<file path="config.mk">
export PLATFORM = sky130hd
export DESIGN_NAME = mem_stage_flat
export DESIGN_NICKNAME = d
export VERILOG_FILES = /design/src/rtl/mem_stage_if.sv /design/src/rtl/mem_stage.sv /design/src/flat_wrapper.sv
export SDC_FILE = /design/constraint.sdc
export NUM_CORES = 1
export LEC_CHECK = 0
export CORE_AREA = 2 2 155 157
export DETAILED_ROUTE_END_ITERATION = 10
export DIE_AREA = 0 0 157 159
export GPL_ROUTABILITY_DRIVEN = 0
export GPL_TIMING_DRIVEN = 0
export SYNTH_ARGS = -nofsm -noshare
export SYNTH_HDL_FRONTEND = slang
export SYNTH_SLANG_ARGS = --single-unit
</file>
<file path="constraint.sdc">
create_clock -name clk -period 4.91 [get_ports clk]
set_input_delay 0.7365 -clock clk [delete_from_list [all_inputs] [get_ports clk]]
set_output_delay 0.7365 -clock clk [all_outputs]
set_load 0.01 [all_outputs]
</file>
<file path="src/rtl/mem_stage_if.sv">
// EXE-to-MEM inputs, memory bus and writeback/branch outputs of the MEM stage.
// slave = the stage itself, master = the surrounding pipeline and memory.
interface mem_stage_if;
    logic        in_valid;
    logic [31:0] Alu_resultado;
    logic [31:0] Dato_2;
    logic [4:0]  Mux_1;
    logic        Zero_flag;
    logic [4:0]  Sumador_resultado;
    logic        MemRead;
    logic        MemWrite;
    logic        MemtoReg;
    logic        RegWrite;
    logic        Branch;

    logic        mem_req;
    logic        mem_we;
    logic [31:0] mem_addr;
    logic [31:0] mem_wdata;
    logic        mem_ack;
    logic [31:0] mem_rdata;

    logic        wb_valid;
    logic [31:0] wb_data;
    logic [4:0]  wb_reg;
    logic        wb_regwrite;
    logic        stall;
    logic        PCSrc;
    logic [4:0]  branch_target;
    logic        mem_error;

    modport slave (
        input  in_valid, Alu_resultado, Dato_2, Mux_1, Zero_flag, Sumador_resultado,
               MemRead, MemWrite, MemtoReg, RegWrite, Branch, mem_ack, mem_rdata,
        output mem_req, mem_we, mem_addr, mem_wdata, wb_valid, wb_data, wb_reg,
               wb_regwrite, stall, PCSrc, branch_target, mem_error
    );

    modport master (
        output in_valid, Alu_resultado, Dato_2, Mux_1, Zero_flag, Sumador_resultado,
               MemRead, MemWrite, MemtoReg, RegWrite, Branch, mem_ack, mem_rdata,
        input  mem_req, mem_we, mem_addr, mem_wdata, wb_valid, wb_data, wb_reg,
               wb_regwrite, stall, PCSrc, branch_target, mem_error
    );
endinterface

</file>
<file path="src/rtl/mem_stage.sv">
// MEM pipeline stage: ALU results pass straight to writeback, loads/stores
// wait on a one-cycle-ack memory bus with a 15-cycle timeout and sticky error.
module mem_stage (
    input  logic     clk,
    input  logic     reset,
    mem_stage_if.slave bus
);

    typedef enum logic {S_IDLE, S_WAIT} state_t;

    localparam logic [3:0] LAST_WAIT_CNT = 4'd14;

    state_t      state_q, state_d;
    logic [3:0]  cnt_q, cnt_d;
    logic [31:0] addr_q, addr_d;
    logic [31:0] wdata_q, wdata_d;
    logic        we_q, we_d;
    logic [4:0]  rd_q, rd_d;
    logic        memtoreg_q, memtoreg_d;
    logic        regwrite_q, regwrite_d;
    logic        wb_valid_q, wb_valid_d;
    logic [31:0] wb_data_q, wb_data_d;
    logic [4:0]  wb_reg_q, wb_reg_d;
    logic        wb_regwrite_q, wb_regwrite_d;
    logic        pcsrc_q, pcsrc_d;
    logic [4:0]  br_tgt_q, br_tgt_d;
    logic        err_q, err_d;

    logic        mem_op;
    logic        misaligned;

    assign mem_op     = bus.MemRead | bus.MemWrite;
    assign misaligned = |bus.Alu_resultado[1:0];

    always_comb begin
        state_d       = state_q;
        cnt_d         = cnt_q;
        addr_d        = addr_q;
        wdata_d       = wdata_q;
        we_d          = we_q;
        rd_d          = rd_q;
        memtoreg_d    = memtoreg_q;
        regwrite_d    = regwrite_q;
        wb_valid_d    = 1'b0;
        wb_data_d     = wb_data_q;
        wb_reg_d      = wb_reg_q;
        wb_regwrite_d = wb_regwrite_q;
        pcsrc_d       = 1'b0;
        br_tgt_d      = br_tgt_q;
        err_d         = err_q;

        case (state_q)
            S_IDLE: begin
                if (bus.in_valid) begin
                    if (bus.Branch && bus.Zero_flag) begin
                        pcsrc_d  = 1'b1;
                        br_tgt_d = bus.Sumador_resultado;
                    end
                    if (!mem_op) begin
                        wb_valid_d    = 1'b1;
                        wb_data_d     = bus.Alu_resultado;
                        wb_reg_d      = bus.Mux_1;
                        wb_regwrite_d = bus.RegWrite;
                    end else if (misaligned) begin
                        err_d = 1'b1;
                    end else begin
                        state_d    = S_WAIT;
                        cnt_d      = 4'd0;
                        addr_d     = bus.Alu_resultado;
                        wdata_d    = bus.Dato_2;
                        we_d       = bus.MemWrite;
                        rd_d       = bus.Mux_1;
                        memtoreg_d = bus.MemtoReg;
                        regwrite_d = bus.RegWrite;
                    end
                end
            end
            S_WAIT: begin
                // An ack in the final allowed cycle still completes the access.
                if (bus.mem_ack) begin
                    state_d    = S_IDLE;
                    wb_valid_d = 1'b1;
                    wb_reg_d   = rd_q;
                    if (we_q) begin
                        wb_regwrite_d = 1'b0;
                    end else begin
                        wb_data_d     = memtoreg_q ? bus.mem_rdata : addr_q;
                        wb_regwrite_d = regwrite_q;
                    end
                end else if (cnt_q == LAST_WAIT_CNT) begin
                    state_d = S_IDLE;
                    cnt_d   = cnt_q + 4'd1;
                    err_d   = 1'b1;
                end else begin
                    cnt_d = cnt_q + 4'd1;
                end
            end
            default: state_d = S_IDLE;
        endcase
    end

    always_ff @(posedge clk or posedge reset) begin
        if (reset) begin
            state_q       <= S_IDLE;
            cnt_q         <= 4'd0;
            addr_q        <= 32'd0;
            wdata_q       <= 32'd0;
            we_q          <= 1'b0;
            rd_q          <= 5'd0;
            memtoreg_q    <= 1'b0;
            regwrite_q    <= 1'b0;
            wb_valid_q    <= 1'b0;
            wb_data_q     <= 32'd0;
            wb_reg_q      <= 5'd0;
            wb_regwrite_q <= 1'b0;
            pcsrc_q       <= 1'b0;
            br_tgt_q      <= 5'd0;
            err_q         <= 1'b0;
        end else begin
            state_q       <= state_d;
            cnt_q         <= cnt_d;
            addr_q        <= addr_d;
            wdata_q       <= wdata_d;
            we_q          <= we_d;
            rd_q          <= rd_d;
            memtoreg_q    <= memtoreg_d;
            regwrite_q    <= regwrite_d;
            wb_valid_q    <= wb_valid_d;
            wb_data_q     <= wb_data_d;
            wb_reg_q      <= wb_reg_d;
            wb_regwrite_q <= wb_regwrite_d;
            pcsrc_q       <= pcsrc_d;
            br_tgt_q      <= br_tgt_d;
            err_q         <= err_d;
        end
    end

    // Request strobes decode the state flop so reset drops them at once.
    assign bus.mem_req       = (state_q == S_WAIT);
    assign bus.mem_we        = (state_q == S_WAIT) & we_q;
    assign bus.stall         = (state_q == S_WAIT);
    assign bus.mem_addr      = addr_q;
    assign bus.mem_wdata     = wdata_q;
    assign bus.wb_valid      = wb_valid_q;
    assign bus.wb_data       = wb_data_q;
    assign bus.wb_reg        = wb_reg_q;
    assign bus.wb_regwrite   = wb_regwrite_q;
    assign bus.PCSrc         = pcsrc_q;
    assign bus.branch_target = br_tgt_q;
    assign bus.mem_error     = err_q;

endmodule

</file>
<file path="src/flat_wrapper.sv">
// flat-port wrapper written by rule: the top's interface ports become plain ports
module mem_stage_flat 
  (clk, reset, bus_in_valid, bus_Alu_resultado, bus_Dato_2, bus_Mux_1, bus_Zero_flag, bus_Sumador_resultado, bus_MemRead, bus_MemWrite, bus_MemtoReg, bus_RegWrite, bus_Branch, bus_mem_ack, bus_mem_rdata, bus_mem_req, bus_mem_we, bus_mem_addr, bus_mem_wdata, bus_wb_valid, bus_wb_data, bus_wb_reg, bus_wb_regwrite, bus_stall, bus_PCSrc, bus_branch_target, bus_mem_error);
  mem_stage_if bus_i ();
  input  logic clk;
  input  logic reset;
  input wire logic [$bits(bus_i.in_valid)-1:0] bus_in_valid;
  input wire logic [$bits(bus_i.Alu_resultado)-1:0] bus_Alu_resultado;
  input wire logic [$bits(bus_i.Dato_2)-1:0] bus_Dato_2;
  input wire logic [$bits(bus_i.Mux_1)-1:0] bus_Mux_1;
  input wire logic [$bits(bus_i.Zero_flag)-1:0] bus_Zero_flag;
  input wire logic [$bits(bus_i.Sumador_resultado)-1:0] bus_Sumador_resultado;
  input wire logic [$bits(bus_i.MemRead)-1:0] bus_MemRead;
  input wire logic [$bits(bus_i.MemWrite)-1:0] bus_MemWrite;
  input wire logic [$bits(bus_i.MemtoReg)-1:0] bus_MemtoReg;
  input wire logic [$bits(bus_i.RegWrite)-1:0] bus_RegWrite;
  input wire logic [$bits(bus_i.Branch)-1:0] bus_Branch;
  input wire logic [$bits(bus_i.mem_ack)-1:0] bus_mem_ack;
  input wire logic [$bits(bus_i.mem_rdata)-1:0] bus_mem_rdata;
  output wire logic [$bits(bus_i.mem_req)-1:0] bus_mem_req;
  output wire logic [$bits(bus_i.mem_we)-1:0] bus_mem_we;
  output wire logic [$bits(bus_i.mem_addr)-1:0] bus_mem_addr;
  output wire logic [$bits(bus_i.mem_wdata)-1:0] bus_mem_wdata;
  output wire logic [$bits(bus_i.wb_valid)-1:0] bus_wb_valid;
  output wire logic [$bits(bus_i.wb_data)-1:0] bus_wb_data;
  output wire logic [$bits(bus_i.wb_reg)-1:0] bus_wb_reg;
  output wire logic [$bits(bus_i.wb_regwrite)-1:0] bus_wb_regwrite;
  output wire logic [$bits(bus_i.stall)-1:0] bus_stall;
  output wire logic [$bits(bus_i.PCSrc)-1:0] bus_PCSrc;
  output wire logic [$bits(bus_i.branch_target)-1:0] bus_branch_target;
  output wire logic [$bits(bus_i.mem_error)-1:0] bus_mem_error;
  assign bus_i.in_valid = bus_in_valid;
  assign bus_i.Alu_resultado = bus_Alu_resultado;
  assign bus_i.Dato_2 = bus_Dato_2;
  assign bus_i.Mux_1 = bus_Mux_1;
  assign bus_i.Zero_flag = bus_Zero_flag;
  assign bus_i.Sumador_resultado = bus_Sumador_resultado;
  assign bus_i.MemRead = bus_MemRead;
  assign bus_i.MemWrite = bus_MemWrite;
  assign bus_i.MemtoReg = bus_MemtoReg;
  assign bus_i.RegWrite = bus_RegWrite;
  assign bus_i.Branch = bus_Branch;
  assign bus_i.mem_ack = bus_mem_ack;
  assign bus_i.mem_rdata = bus_mem_rdata;
  assign bus_mem_req = bus_i.mem_req;
  assign bus_mem_we = bus_i.mem_we;
  assign bus_mem_addr = bus_i.mem_addr;
  assign bus_mem_wdata = bus_i.mem_wdata;
  assign bus_wb_valid = bus_i.wb_valid;
  assign bus_wb_data = bus_i.wb_data;
  assign bus_wb_reg = bus_i.wb_reg;
  assign bus_wb_regwrite = bus_i.wb_regwrite;
  assign bus_stall = bus_i.stall;
  assign bus_PCSrc = bus_i.PCSrc;
  assign bus_branch_target = bus_i.branch_target;
  assign bus_mem_error = bus_i.mem_error;
  mem_stage u_core (.clk(clk), .reset(reset), .bus(bus_i));
endmodule
</file>
Word level (Yosys, flattened, before mapping)
Cells that the tools add are included.
{"block": "totals", "inputBits": 116, "elab_cells": 77, "register_bits": 123, "output_inout_bits": 113}
{"block": "op_classes", "n_reduce_logical": 8, "bitwise_logic": 4, "eq_ne": 10, "n_addsub": 1, "muxes": 39}
{"operator": "$mux 32", "count": 5}
{"operator": "$pmux 32 s2", "count": 1}
{"operator": "$mux 1", "count": 20}
{"operator": "$mux 4", "count": 4}
{"operator": "$mux 5", "count": 3}
{"operator": "$ne 2x2->1 const B", "count": 7}
{"operator": "$reduce_and 4->1", "count": 3}
{"operator": "$pmux 5 s2", "count": 1}
{"operator": "$pmux 1 s2", "count": 4}
{"operator": "$pmux 4 s2", "count": 1}
{"operator": "$reduce_and 3->1", "count": 2}
{"operator": "$reduce_and 5->1", "count": 1}
{"operator": "$add 4x1->4 const B", "count": 1}
{"operator": "$eq 4x4->1 const B", "count": 1}
{"operator": "$ne 2x1->1 const B", "count": 2}
{"operator": "$not 1->1", "count": 2}
{"operator": "$reduce_or 2->1", "count": 1}
{"operator": "$and 1x1->1", "count": 1}
{"operator": "$logic_and 1x1->1", "count": 1}
{"operator": "$or 1x1->1", "count": 1}

Logic depth before layout (Yosys ltp)
{"block": "depth", "ltp_word": 5, "mapped_depth": 7, "mapped_depth_nobuf": 5}

Least setup slack after synthesis
Ideal clock, no wire load.
{"block": "synth_path", "path_type": "input port to flip-flop", "startpoint": "input bus_in_valid", "endpoint": "register u_core.wdata_q[10], in the netlist u_core.bus.mem_wdata[10]", "required_time_ns": 4.785, "stages": 5, "n_path_buf": 2, "slack_ns": 3.087, "setup_time_ns": 0.125, "arrival_time_ns": 1.698, "path_cell_list": "nor2b_2 -> and3b_1 -> buf_4 -> buf_6 -> mux2_4"}
{"block": "synth_via", "elab_chain_len": 1}
{"item": "start, declared", "line_no": "flat_wrapper.sv:7", "source": "input wire logic [$bits(bus_i.in_valid)-1:0] bus_in_valid;"}
{"item": "$reduce_and 4->1 (no source line)"}
{"item": "end signal, assigned", "line_no": "mem_stage.sv:123", "source": "wdata_q <= wdata_d;"}
{"item": "end, declared", "line_no": "mem_stage.sv:16", "source": "logic [31:0] wdata_q, wdata_d;"}
No other way between the ends.
A chain may end at the register's enable or synchronous reset.

Worst setup path in the final report
{"block": "layout_path", "startpoint": "register u_core.state_q, in the netlist u_core.bus.mem_req", "endpoint": "output bus_mem_we"}
{"block": "layout_via", "elab_chain_len": 1}
{"item": "start, declared", "line_no": "mem_stage.sv:13", "source": "state_t state_q, state_d;"}
{"item": "start signal, assigned", "line_no": "mem_stage.sv:120", "source": "state_q <= state_d;"}
{"item": "$and 1x1->1", "line_no": "mem_stage.sv:140", "source": "assign bus.mem_we = (state_q == S_WAIT) & we_q;"}
{"item": "end, declared", "line_no": "flat_wrapper.sv:21", "source": "output wire logic [$bits(bus_i.mem_we)-1:0] bus_mem_we;"}
No other way between the ends.

==> out/qor.txt <==
fmax -> 0.3937 GHz
Layout Utilization -> 0.3778
Final Cycle Share -> 0.5173
Crit Path Class -> reg -> out
crit path max fanout -> 10
TritonCTS clock tree -> built
Die W -> 157 um
Final HPWL DP -> 13030 um
row cnt -> 56
Die H -> 159 um
vias in the first global route -> 4820
Buf/Inv on CP -> 2
CP required -> 4.17 ns
gr ovfl total -> 0
Final Hold Fails -> 0
routed wire length per instance -> 16.67 um
remaining antenna violation count -> 0
time the worst path needs with I/O delays and setup -> 2.540 ns
Reg2Reg Depth -> 4
Final Max Tran Viols -> 0
status -> finished clean
FF-to-FF Start -> u_core.bus.mem_req
IO Pins -> 229
Final Setup Violations -> 0
reg2reg setup slack -> 2.96 ns
Placement Cell Area -> 0.008194 sq mm
Distinct cells, synth -> 35
beginning of the worst hold path -> u_core.bus.wb_data[26]
Area Growth Syn to Fin -> 59.89%
crit path max-delay cell type -> clkdlybuf4s50_1
all-layer global routing usage -> 0.1478
largest net degree at the start of global routing -> 87
Post-synth top flop -> dfrtp_1
Worst-Margin Slew -> 0.6987 ns
busiest grt layer -> met2
vias per cell -> 4.217
Resized Gates After CTS -> 0
initial core utilization -> 0.2363
Setup Skew -> 0.01076 ns
startpoint class of the critical path -> flip-flop
Detailed Route Iter0 Violations -> 182
number of synthesized flops with an enable pin -> 0
CP Cell Sequence -> buf_6, and2_1, clkdlybuf4s50_1
Post-CTS Hold Buffers -> 0
nets@finish -> 881
Arr. time, crit path -> 1.80 ns
P_leak -> 3.822 nW
CP max stage delay -> 0.53 ns
dpl ws -> 2.090 ns
Yosys top cell area share -> 0.5616
H-tree levels -> 4
Hold Crit Class -> reg -> reg
Die Area -> 0.02496 sq mm
Syn Nets -> 633
Port Buffers -> 228
Worst-path clk slew -> 0.06 ns
Core ar. -> 0.02319 sq mm
delay-heaviest family, CP -> buffers and inverters
#FFs+latches synth -> 123
GRT met1 Usage -> 0.1833
largest cells by area after synthesis -> dfrtp_1 (56%), nand2_1 (9.5%), mux2_4 (8.2%), mux2i_1 (6.8%), o21ai_0 (3.7%)
post-synthesis average cell area -> 10.64 sq um
Peak VDD IR -> 0.1676 mV
Hold Crit Depth -> 2
first-pass GRT wire length -> 28070 um
clock tree buffer depth -> 2
Synth warnings -> 0
DRT Pass-1 Iters -> 4
Mapped Cells -> 515
Num CTS Buffers -> 17
final hold slack -> 0.4767 ns
CP Capture Type -> output port
RSZ-0062 raised after global routing -> false
FF-to-FF End -> u_core.bus.wb_data[6]
Worst slew margin -> 0.5342
Vias -> 4622
Power Density -> 421.3 mW/mm^2
root buffer cell -> clkbuf_16
Synth async-reset ratio -> 1.000
DRC violations left -> 0
Final Cell Area -> 0.008762 sq mm
share of cells above drive strength 1 -> 0.1340
max-cap check violation count -> 0
leading area contributor after synthesis -> dfrtp_1
CTS sink count -> 123
met3 Usage GRT -> 0.06097
Final WS setup -> 2.370 ns
Syn Std Cell Area -> 0.005480 sq mm
total wire length -> 18280 um
Hold Path End -> u_core.bus.wb_data[26]
GR Util met2 -> 0.2366
antenna violations before repair -> 1
sequential cell area fraction in the yosys report -> 0.5616
Post-CTS Setup Inserts -> 0
Clk Latency, worst-skew pair -> 0.42 ns
[cell usage after synthesis, types with 2 or more instances]
library cell  count
nand2_1         139
dfrtp_1         123
o21ai_0          41
mux2i_1          37
a21oi_1          36
nor2_1           34
mux2_4           30
buf_2            14
mux2_2           10
buf_4             6
clkbuf_1          6
buf_6             5
inv_1             5
and2_1            3
o21ai_1           3
ha_1              2
mux2_1            2
or3_1             2
[routing by layer]
layer / share of wire / vias to the layer above
li1: - / 2215
met1: 0.44 / 2209
met2: 0.46 / 176
met3: 0.084 / 22
met4: 0.014 / 0
met5: 0 / -
[placed cells by master, fill, tap and decap left out, drive strengths merged, types with 2 or more instances in the layout]
cell / n
mux2: 42
clkbuf: 23
dfrtp: 123
o21ai: 44
mux2i: 37
or3: 2
o21bai: 2
buf: 27
a21oi: 36
inv: 10
nand2: 139
clkinvlp: 7
and2: 3
nor2: 35
clkinv: 3
clkdlybuf4s50: 228
ha: 2
[stage by stage]
stage | total power, W | std cells | setup TNS (ns)
finish | 0.003692 | 1096 | 0
global route | 0.003912 | 1095 | 0
detailed placement | 0.002509 | 1063 | 0
global placement | 0.002490 | 1062 | -162.53
CTS | 0.003750 | 1095 | 0
floorplan | 0.001848 | 515 | 0
[how the worst max path moves through the flow]
stage,end,slack [ns],from,cells past startpoint
finish,bus_mem_we,2.37,u_core.bus.mem_req,3
detailed placement,u_core.bus.wb_data[3],2.09,bus_in_valid,5
CTS,bus_mem_we,2.35,u_core.bus.mem_req,3
floorplan,u_core.bus.PCSrc,0.90,reset,1
global placement,u_core.bus.branch_target[3],-1.33,reset,2
global route,bus_mem_we,2.29,u_core.bus.mem_req,3
[tightest hold or removal path: cells and delay by family (launching register included)]
kind | cells | cell delay [ns]
simple gates | 1 | 0.05
flops | 1 | 0.34
compound gates | 1 | 0.06
[power by group]
| group | internal (W) | switching [W] |
|---|---|---|
| sequential | 0.00124 | 0.000144 |
| combinational | 0.000642 | 0.000450 |
| clock | 0.000702 | 0.000514 |
| total | 0.00258 | 0.00111 |
[cells by family after synthesis]
| logic type | synth area share |
|---|---|
| multiplexers | 0.1744 |
| flip-flops | 0.5616 |
| buffers and inverters | 0.04018 |
| AO/OA/AOI/OAI | 0.08356 |
| AND/OR/NAND/NOR | 0.1356 |
| adder cells (fa/ha/maj) | 0.004565 |
[cell type report]
type | instances | area, sq um
timing repair buffer | 229 | 2310
antenna | 1 | 2.502
inverter | 6 | 27.53
multi-input combinational | 354 | 2182
buffer | 32 | 197.7
fill | 2294 | 14430
clock inverter | 15 | 140.1
clock buffer | 17 | 425.4
tap | 319 | 399.1
sequential | 123 | 3078
Note: power is estimated with default switching activity, not from simulation.
